--- config.mk ---
export PLATFORM = sky130hd
export DESIGN_NAME = pin_shift_bridge
export DESIGN_NICKNAME = d
export VERILOG_FILES = /design/src/rtl/pin_shift_bridge.sv
export SDC_FILE = /design/constraint.sdc
export NUM_CORES = 1
export LEC_CHECK = 0
export CAP_MARGIN = 40
export CORE_ASPECT_RATIO = 0.7
export CORE_MARGIN = 5
export CORE_UTILIZATION = 50
export DETAILED_ROUTE_END_ITERATION = 6
export GPL_ROUTABILITY_DRIVEN = 0
export GPL_TIMING_DRIVEN = 0
export PLACE_DENSITY = 0.8
export SYNTH_ARGS = -nofsm -noshare
export SYNTH_HDL_FRONTEND = slang
export SYNTH_SLANG_ARGS = --single-unit
--- constraint.sdc ---
create_clock -name clk -period 3.6 [get_ports clk]
set_input_delay 0.72 -clock clk [delete_from_list [all_inputs] [get_ports clk]]
set_output_delay 0.72 -clock clk [all_outputs]
set_load 0.03 [all_outputs]
--- src/rtl/pin_shift_bridge.sv ---
// Pin-limited I/O bridge: deserialises LANES-wide input beats into IN_BITS words and
// serialises queued OUT_BITS results onto LANES output pins, MSB lanes first.
module pin_shift_bridge #(
  parameter int unsigned IN_BITS    = 64,
  parameter int unsigned OUT_BITS   = 64,
  parameter int unsigned LANES      = 1,
  parameter int unsigned FIFO_DEPTH = 4
) (
  input  logic                clk,
  input  logic                rst_n,
  input  logic                in_en_p,
  input  logic                in_sync_p,
  input  logic [LANES-1:0]    in_lanes_p,
  output logic [IN_BITS-1:0]  in_data,
  output logic                in_valid,
  input  logic                res_valid,
  input  logic [OUT_BITS-1:0] res_data,
  output logic                out_frame_p,
  output logic [LANES-1:0]    out_lanes_p,
  output logic                ovf_p
);

  localparam int unsigned BEATS_IN  = (IN_BITS + LANES - 1) / LANES;
  localparam int unsigned BEATS_OUT = (OUT_BITS + LANES - 1) / LANES;
  localparam int unsigned SR_IN_W   = BEATS_IN * LANES;
  localparam int unsigned SR_OUT_W  = BEATS_OUT * LANES;
  localparam int unsigned ICNT_W    = (BEATS_IN > 1) ? $clog2(BEATS_IN) : 1;
  localparam int unsigned OCNT_W    = (BEATS_OUT > 1) ? $clog2(BEATS_OUT) : 1;
  localparam int unsigned PTR_W     = $clog2(FIFO_DEPTH);

  localparam logic [ICNT_W-1:0] ICNT_LAST = ICNT_W'(BEATS_IN - 1);
  localparam logic [OCNT_W-1:0] OCNT_LAST = OCNT_W'(BEATS_OUT - 1);
  localparam logic [PTR_W:0]    FIFO_FULL = (PTR_W + 1)'(FIFO_DEPTH);

  // ---------------------------------------------------------------- input path
  logic               en_q;
  logic               sync_q;
  logic [LANES-1:0]   lanes_q;
  logic [SR_IN_W-1:0] isr_q;
  logic [SR_IN_W-1:0] isr_shift;
  logic [ICNT_W-1:0]  icnt_q;

  always_comb begin
    isr_shift = (isr_q << LANES) | SR_IN_W'(lanes_q);
  end

  always_ff @(posedge clk) begin
    if (!rst_n) begin
      en_q     <= 1'b0;
      sync_q   <= 1'b0;
      lanes_q  <= '0;
      isr_q    <= '0;
      icnt_q   <= '0;
      in_data  <= '0;
      in_valid <= 1'b0;
    end else begin
      en_q     <= in_en_p;
      sync_q   <= in_sync_p;
      lanes_q  <= in_lanes_p;
      in_valid <= 1'b0;
      // Resync wins over a coincident enable: that beat's data is dropped.
      if (sync_q) begin
        icnt_q <= '0;
        isr_q  <= '0;
      end else if (en_q) begin
        isr_q <= isr_shift;
        if (icnt_q == ICNT_LAST) begin
          icnt_q   <= '0;
          in_data  <= isr_shift[IN_BITS-1:0];
          in_valid <= 1'b1;
        end else begin
          icnt_q <= icnt_q + ICNT_W'(1);
        end
      end
    end
  end

  // --------------------------------------------------------------- output path
  typedef enum logic [0:0] {StIdle, StShift} ser_state_e;

  ser_state_e          state_q, state_d;
  logic [OUT_BITS-1:0] mem_q [FIFO_DEPTH];
  logic [PTR_W-1:0]    wptr_q, rptr_q;
  logic [PTR_W:0]      count_q;
  logic [SR_OUT_W-1:0] osr_q;
  logic [SR_OUT_W-1:0] head_ext;
  logic [OCNT_W-1:0]   ocnt_q;
  logic                full, empty, push, pop;

  assign full  = (count_q == FIFO_FULL);
  assign empty = (count_q == '0);
  // A full FIFO still accepts when the head leaves in the same cycle.
  assign push  = res_valid && (!full || pop);

  always_comb begin
    head_ext                 = '0;
    head_ext[OUT_BITS-1:0]   = mem_q[rptr_q];
  end

  always_comb begin
    state_d = state_q;
    pop     = 1'b0;
    unique case (state_q)
      StIdle: begin
        if (!empty) begin
          pop     = 1'b1;
          state_d = StShift;
        end
      end
      StShift: begin
        if (ocnt_q == OCNT_LAST) begin
          if (!empty) begin
            pop = 1'b1;
          end else begin
            state_d = StIdle;
          end
        end
      end
      default: state_d = StIdle;
    endcase
  end

  always_ff @(posedge clk) begin
    if (push) begin
      mem_q[wptr_q] <= res_data;
    end
  end

  always_ff @(posedge clk) begin
    if (!rst_n) begin
      state_q     <= StIdle;
      wptr_q      <= '0;
      rptr_q      <= '0;
      count_q     <= '0;
      osr_q       <= '0;
      ocnt_q      <= '0;
      out_frame_p <= 1'b0;
      out_lanes_p <= '0;
      ovf_p       <= 1'b0;
    end else begin
      state_q <= state_d;
      if (push) wptr_q <= wptr_q + PTR_W'(1);
      if (pop)  rptr_q <= rptr_q + PTR_W'(1);
      if (push && !pop) begin
        count_q <= count_q + (PTR_W + 1)'(1);
      end else if (pop && !push) begin
        count_q <= count_q - (PTR_W + 1)'(1);
      end
      if (res_valid && !push) ovf_p <= 1'b1;

      out_frame_p <= (state_q == StShift);
      out_lanes_p <= (state_q == StShift) ? osr_q[SR_OUT_W-1 -: LANES] : '0;

      if (pop) begin
        osr_q  <= head_ext;
        ocnt_q <= '0;
      end else if (state_q == StShift) begin
        osr_q  <= osr_q << LANES;
        ocnt_q <= ocnt_q + OCNT_W'(1);
      end
    end
  end

endmodule
[Yosys cells after proc, flatten, opt, wreduce, memory -nomap -nowiden]
Memories as Yosys holds them, arrays and structs flattened. A register that Yosys moved wholly into a read port is not among the register bits.
Index checks and enable logic that the tools add are counted.
Storage, ports and cells
  bits in registers: 218
  bits in writable memories: 256
  input port bits: 70
  output and inout bits: 68
  word-level logic and storage cells: 62
  memories: 1
Memory list
  mem_q: words 4, bits a word 64, read ports 1, clocked after Yosys merged registers in 1, write ports 1, line 82  | logic [OUT_BITS-1:0] mem_q [FIFO_DEPTH];
Operators by class
  add/sub/neg operators: 6
  equal/unequal tests: 3
  multiplexer cells: 15
  bitwise logic cells: 5
  reduce and logical (&&, ||, !) cells: 16
Operators with widths (count)
  $mux 64: 2
  $or 64x1->64: 1
  $add 6x1->6 const B: 2
  $eq 6x6->1 const B: 2
  $mux 1: 6
  $mux 3: 2
  $mux 6: 1
  $add 2x1->2 const B: 2
  $logic_and 1x1->1: 4
  $mux 2: 2
  $not 1->1: 4
  $pmux 1 s2: 2
  $reduce_bool 2->1: 2
  $reduce_or 2->1: 2
  $add 3x1->3 const B: 1
  $eq 3x3->1 const B: 1
  $logic_not 1->1: 3
  $logic_not 3->1: 1
  $reduce_and 3->1: 1
  $reduce_or 3->1: 1
  $sub 3x1->3 const B: 1
  $reduce_and 2->1: 1
  $logic_or 1x1->1: 1

[Depth between registers and ports, before layout]
  word-level depth: 10
  gate-level depth with buffers: 11
  depth with buffers taken out: 10

[Least setup slack after synthesis]
Ideal clock, no wire load.
  kind: reg2reg
  start point: reg ocnt_q[0]
  end point: mem mem_q[0][0], enable pin
  setup time: 0.429 ns
  arrival: 2.632 ns
  data required time: 3.171 ns
  setup slack: 0.539 ns
  cell stages (with the launch flop): 5
  buffers on the path: 0
  period minus slack after synthesis: 3.061 ns
  cells stage by stage: dfxtp_1 -> ha_1 -> nand3_1 -> o2111ai_1 -> and3_1
Between the ends
  cells in the longest elaborated chain, start to end: 7
Ends and longest elaborated chain
  start: declaration: line 87  | logic [OCNT_W-1:0] ocnt_q;
  start signal: assignment: line 159  | ocnt_q <= ocnt_q + OCNT_W'(1);
  $eq 6x6->1: line 111  | if (ocnt_q == OCNT_LAST) begin
  $mux 1: line 111
  $pmux 1 s2: line 103  | unique case (state_q)
  $logic_or 1x1->1: line 93  | assign push = res_valid && (!full || pop);
  $logic_and 1x1->1: line 93
  $mux 1: line 124  | if (push) begin
  $mux 1 (implied by the code): line 125  | mem_q[wptr_q] <= res_data;
  end: declaration: line 82
No other way between the ends.

[Worst setup path in the final report]
  start point: reg ocnt_q[0]
  end point: reg count_q[2]
Between the ends
  cells in the longest elaborated chain, start to end: 8
  elaborated cells between the ends (all ways): 11
  those cells by class: eq/ne (1); mux (3); reduce/logical (7)
Ends and longest elaborated chain
  $eq 6x6->1 *: line 111
  $mux 1 *: line 111
  $pmux 1 s2 *: line 103
  $logic_or 1x1->1 *: line 93
  $logic_and 1x1->1 *: line 93
  via push: line 88  | logic full, empty, push, pop;
  $logic_not 1->1: line 146  | end else if (pop && !push) begin
  $logic_and 1x1->1: line 146
  $reduce_bool 2->1 (no source line)
  end signal: assignment: line 145  | count_q <= count_q + (PTR_W + 1)'(1);
  end signal: assignment: line 147  | count_q <= count_q - (PTR_W + 1)'(1);
  end: declaration: line 84  | logic [PTR_W:0] count_q;
Mark *: on every way through the listed nets, which the timed path passes. The rest lies on a longest branch.
A chain may end at the register's enable or synchronous reset.

==> run summary <==
met1 usage -> 26.6%
Syn Area/Cell -> 13.6 µm²
Leak -> 7.04 nW
most frequent cells in the layout -> 256 x edfxtp_1, 220 x dfxtp_1, 144 x nor2_1
Area after DPL -> 0.0197 mm²
Synth Area in Simple Gates -> 10.7%
Crit-path slowest cell -> o2111ai_1
multiplexer share of the synthesized area -> 12.0%
synth warn -> 0
fill cell count -> 2610
largest family of logic cells by synthesized area -> multiplexers
Critical Path End Type -> register
measured slew at the worst slew-check pin -> 852 ps
crit start category -> register
Finished Layout Cells -> 1993
drt first pass iters -> 5
Placeable Area -> 0.0347 mm²
grt ovf -> 0
grt met2 use -> 30.0%
Cell Area, Synth -> 0.0176 mm²
PwrDens -> 671 mW/mm²
CP Data Required Time -> 4060 ps
post-synthesis sequential area ratio -> 68.6%
max frequency -> 0.337 GHz
syn_nets -> 1377
fin crit period -> 2970 ps
Power Total -> 14.2 mW
Post-route DRC -> 0
Num CTS Buffers -> 43
post-layout instance area -> 0.0212 mm²
Die Y -> 167 µm
CTS tree -> done
register area -> 0.0121 mm²
NumNets Final -> 1564
RSZ-0062 raised after global routing -> no
Synth Area in XOR/XNOR -> 0.646%
Area growth syn-to-layout -> 20.1%
layout cell share with drive strength beyond 1 -> 12.1%
Post-synth EDFFs -> 256
min setup slack post-route -> 631 ps
status -> finished clean
Max IR drop VDD -> 0.375 mV
Slew Limit Fails -> 0
Post-synth ARST share -> 0%
largest net degree at the start of global routing -> 36
CP peak stage delay -> 520 ps
met3 Resource Use GR -> 3.35%
post_cts resized -> 0
DIE WIDTH -> 234 µm
PortBufs -> 137
Min-Delay Path Class -> reg -> reg
crit-path cells -> ha_1, nand3_1, o2111ai_1, and2_1, ha_1, inv_1, fa_1, xor2_1, or3_1, a21boi_0
Post-CTS Setup Inserts -> 0
post-synth cell types -> 37
row cnt -> 57
Fin Hold WS -> 456 ps
most used cell, CP -> ha_1
I/O pin count -> 138
top_reg_cell synth -> edfxtp_1
Clock Path Buffers -> 3
Hold Buf Count CTS -> 0
period utilization -> 82.5%
total global routing track utilization -> 18.6%
Routed Wire Length -> 36800 µm
Post-Syn Instances -> 1299
Slew Limit Headroom -> 42.9%
most common cell after layout, fill and taps aside -> edfxtp_1
Final setup viols -> 0
Detailed Place HPWL -> 24200 µm
via density per instance -> 5.44
DP Worst Slack -> 673 ps
drt wl/cell -> 18.5 µm
Adder-Cell Fraction of Synth Area -> 0.610%
Initial DRC Count -> 893
number of antenna violations at the first check in global routing -> 4
GRT busiest layer -> met2
Worst Skew -> 15.5 ps
Fin. Hold Viols -> 0
kind of critical path -> reg -> reg
die area -> 0.0392 mm²
number of global-route vias before repair -> 10800
Critical Path Fanout Max -> 7
clk sinks -> 476
final setup TNS -> 0 ps
Core Util, Final -> 61.0%
first-pass GRT wire length -> 58300 µm
Inst Count DP -> 1913
CTS H-tree depth -> 2
Via Count -> 10800
Initial Util -> 50.8%
Seq cells post-synth -> 476
Max-Cap Viols -> 0
clock tree root buffer cell -> clkbuf_16
crit path DAT -> 3420 ps
clk_lat worst skew -> 550 ps
Reg clk slew, reported paths -> 60 ps
Post-DRT Antenna Nets -> 0
Synth Area in Compound Gates -> 5.10%
Multi-input gate area -> 0.00514 mm²
-- report_power, final --
group	total (mW)	switching [mW]	leakage (nW)	internal, mW
Clock	4.71	1.97	0.716	2.74
Sequential	6.45	0.210	4.14	6.24
Combinational	3.06	1.77	2.18	1.29
Total	14.2	3.95	7.04	10.3
-- final cells by class --
class | instances | area share, %
flip-flops and latches | 476 | 57.1
multi-input cells | 731 | 24.3
repair buffers | 142 | 6.92
clock buffers | 55 | 5.68
well taps | 472 | 2.79
plain buffers | 87 | 1.88
clock inverters | 23 | 1.25
inverters | 5 | 0.0886
diodes | 2 | 0.0236
-- layer usage --
layer / part of all wire (%) / wire [µm] / vias up
met5: 0.090 / 33 / -
met4: 2.0 / 718 / 4
met3: 5.2 / 1910 / 55
met2: 48 / 17700 / 270
met1: 45 / 16400 / 5416
li1: - / - / 5100
-- state kept, by name, summed over array words and instances (netlist names), 2 cells and up, named ones only --
| signal | cells |
|---|---|
| icnt_q | 6 |
| wptr_q | 2 |
| mem_q | 256 |
| ocnt_q | 6 |
| isr_q | 63 |
| osr_q | 64 |
| rptr_q | 2 |
| count_q | 3 |
| in_data | 64 |
-- cells by family after synthesis --
family / after synthesis
AOI/OAI and AO/OA: 140
xor gates and xnor gates: 13
adders and majority gates: 8
buffers and inverters: 92
DFF: 476
muxes: 131
and+or+nand+nor: 439
-- worst max-delay path: cells and delay by family (launching register included) --
family / cells / cell delay, ps
flip-flops: 1 / 370
XOR/XNOR: 1 / 150
AND/OR/NAND/NOR: 3 / 770
buffers and inverters: 1 / 60
AO/OA/AOI/OAI: 2 / 710
adder cells (fa/ha/maj): 3 / 810
-- path summary, 6_finish.rpt --
| kind | from | endpoint | slack (ps) | depth (start not counted) |
|---|---|---|---|---|
| max | ocnt_q[0] | count_q[2] | 630 | 10 |
| min | in_data[44] | in_data[44] | 460 | 2 |
| max reg2reg | ocnt_q[0] | count_q[2] | 630 | 10 |
| min reg2reg | in_data[44] | in_data[44] | 460 | 2 |
-- synthesized netlist by cell type, types with 2 or more instances --
cell type / count / area [µm²]
a21boi_0: 50 / 375
a21boi_1: 18 / 135
a22oi_1: 2 / 15.0
and2_1: 8 / 50.1
and3_1: 5 / 31.3
buf_1: 10 / 37.5
buf_2: 27 / 135
buf_4: 10 / 75.1
clkbuf_1: 40 / 150
dfxtp_1: 220 / 4400
edfxtp_1: 256 / 7690
ha_1: 7 / 87.6
inv_1: 4 / 15.0
mux2i_1: 67 / 671
mux4_2: 64 / 1440
nand2_1: 137 / 514
nand2b_1: 2 / 12.5
nand3_1: 3 / 15.0
nand4_1: 5 / 31.3
nor2_1: 144 / 541
nor2b_1: 4 / 25.0
nor3_1: 125 / 626
o21ai_0: 65 / 325
or3_1: 2 / 12.5
xnor2_1: 6 / 52.6
xor2_1: 7 / 61.3
(Power assumes the default switching activity.)
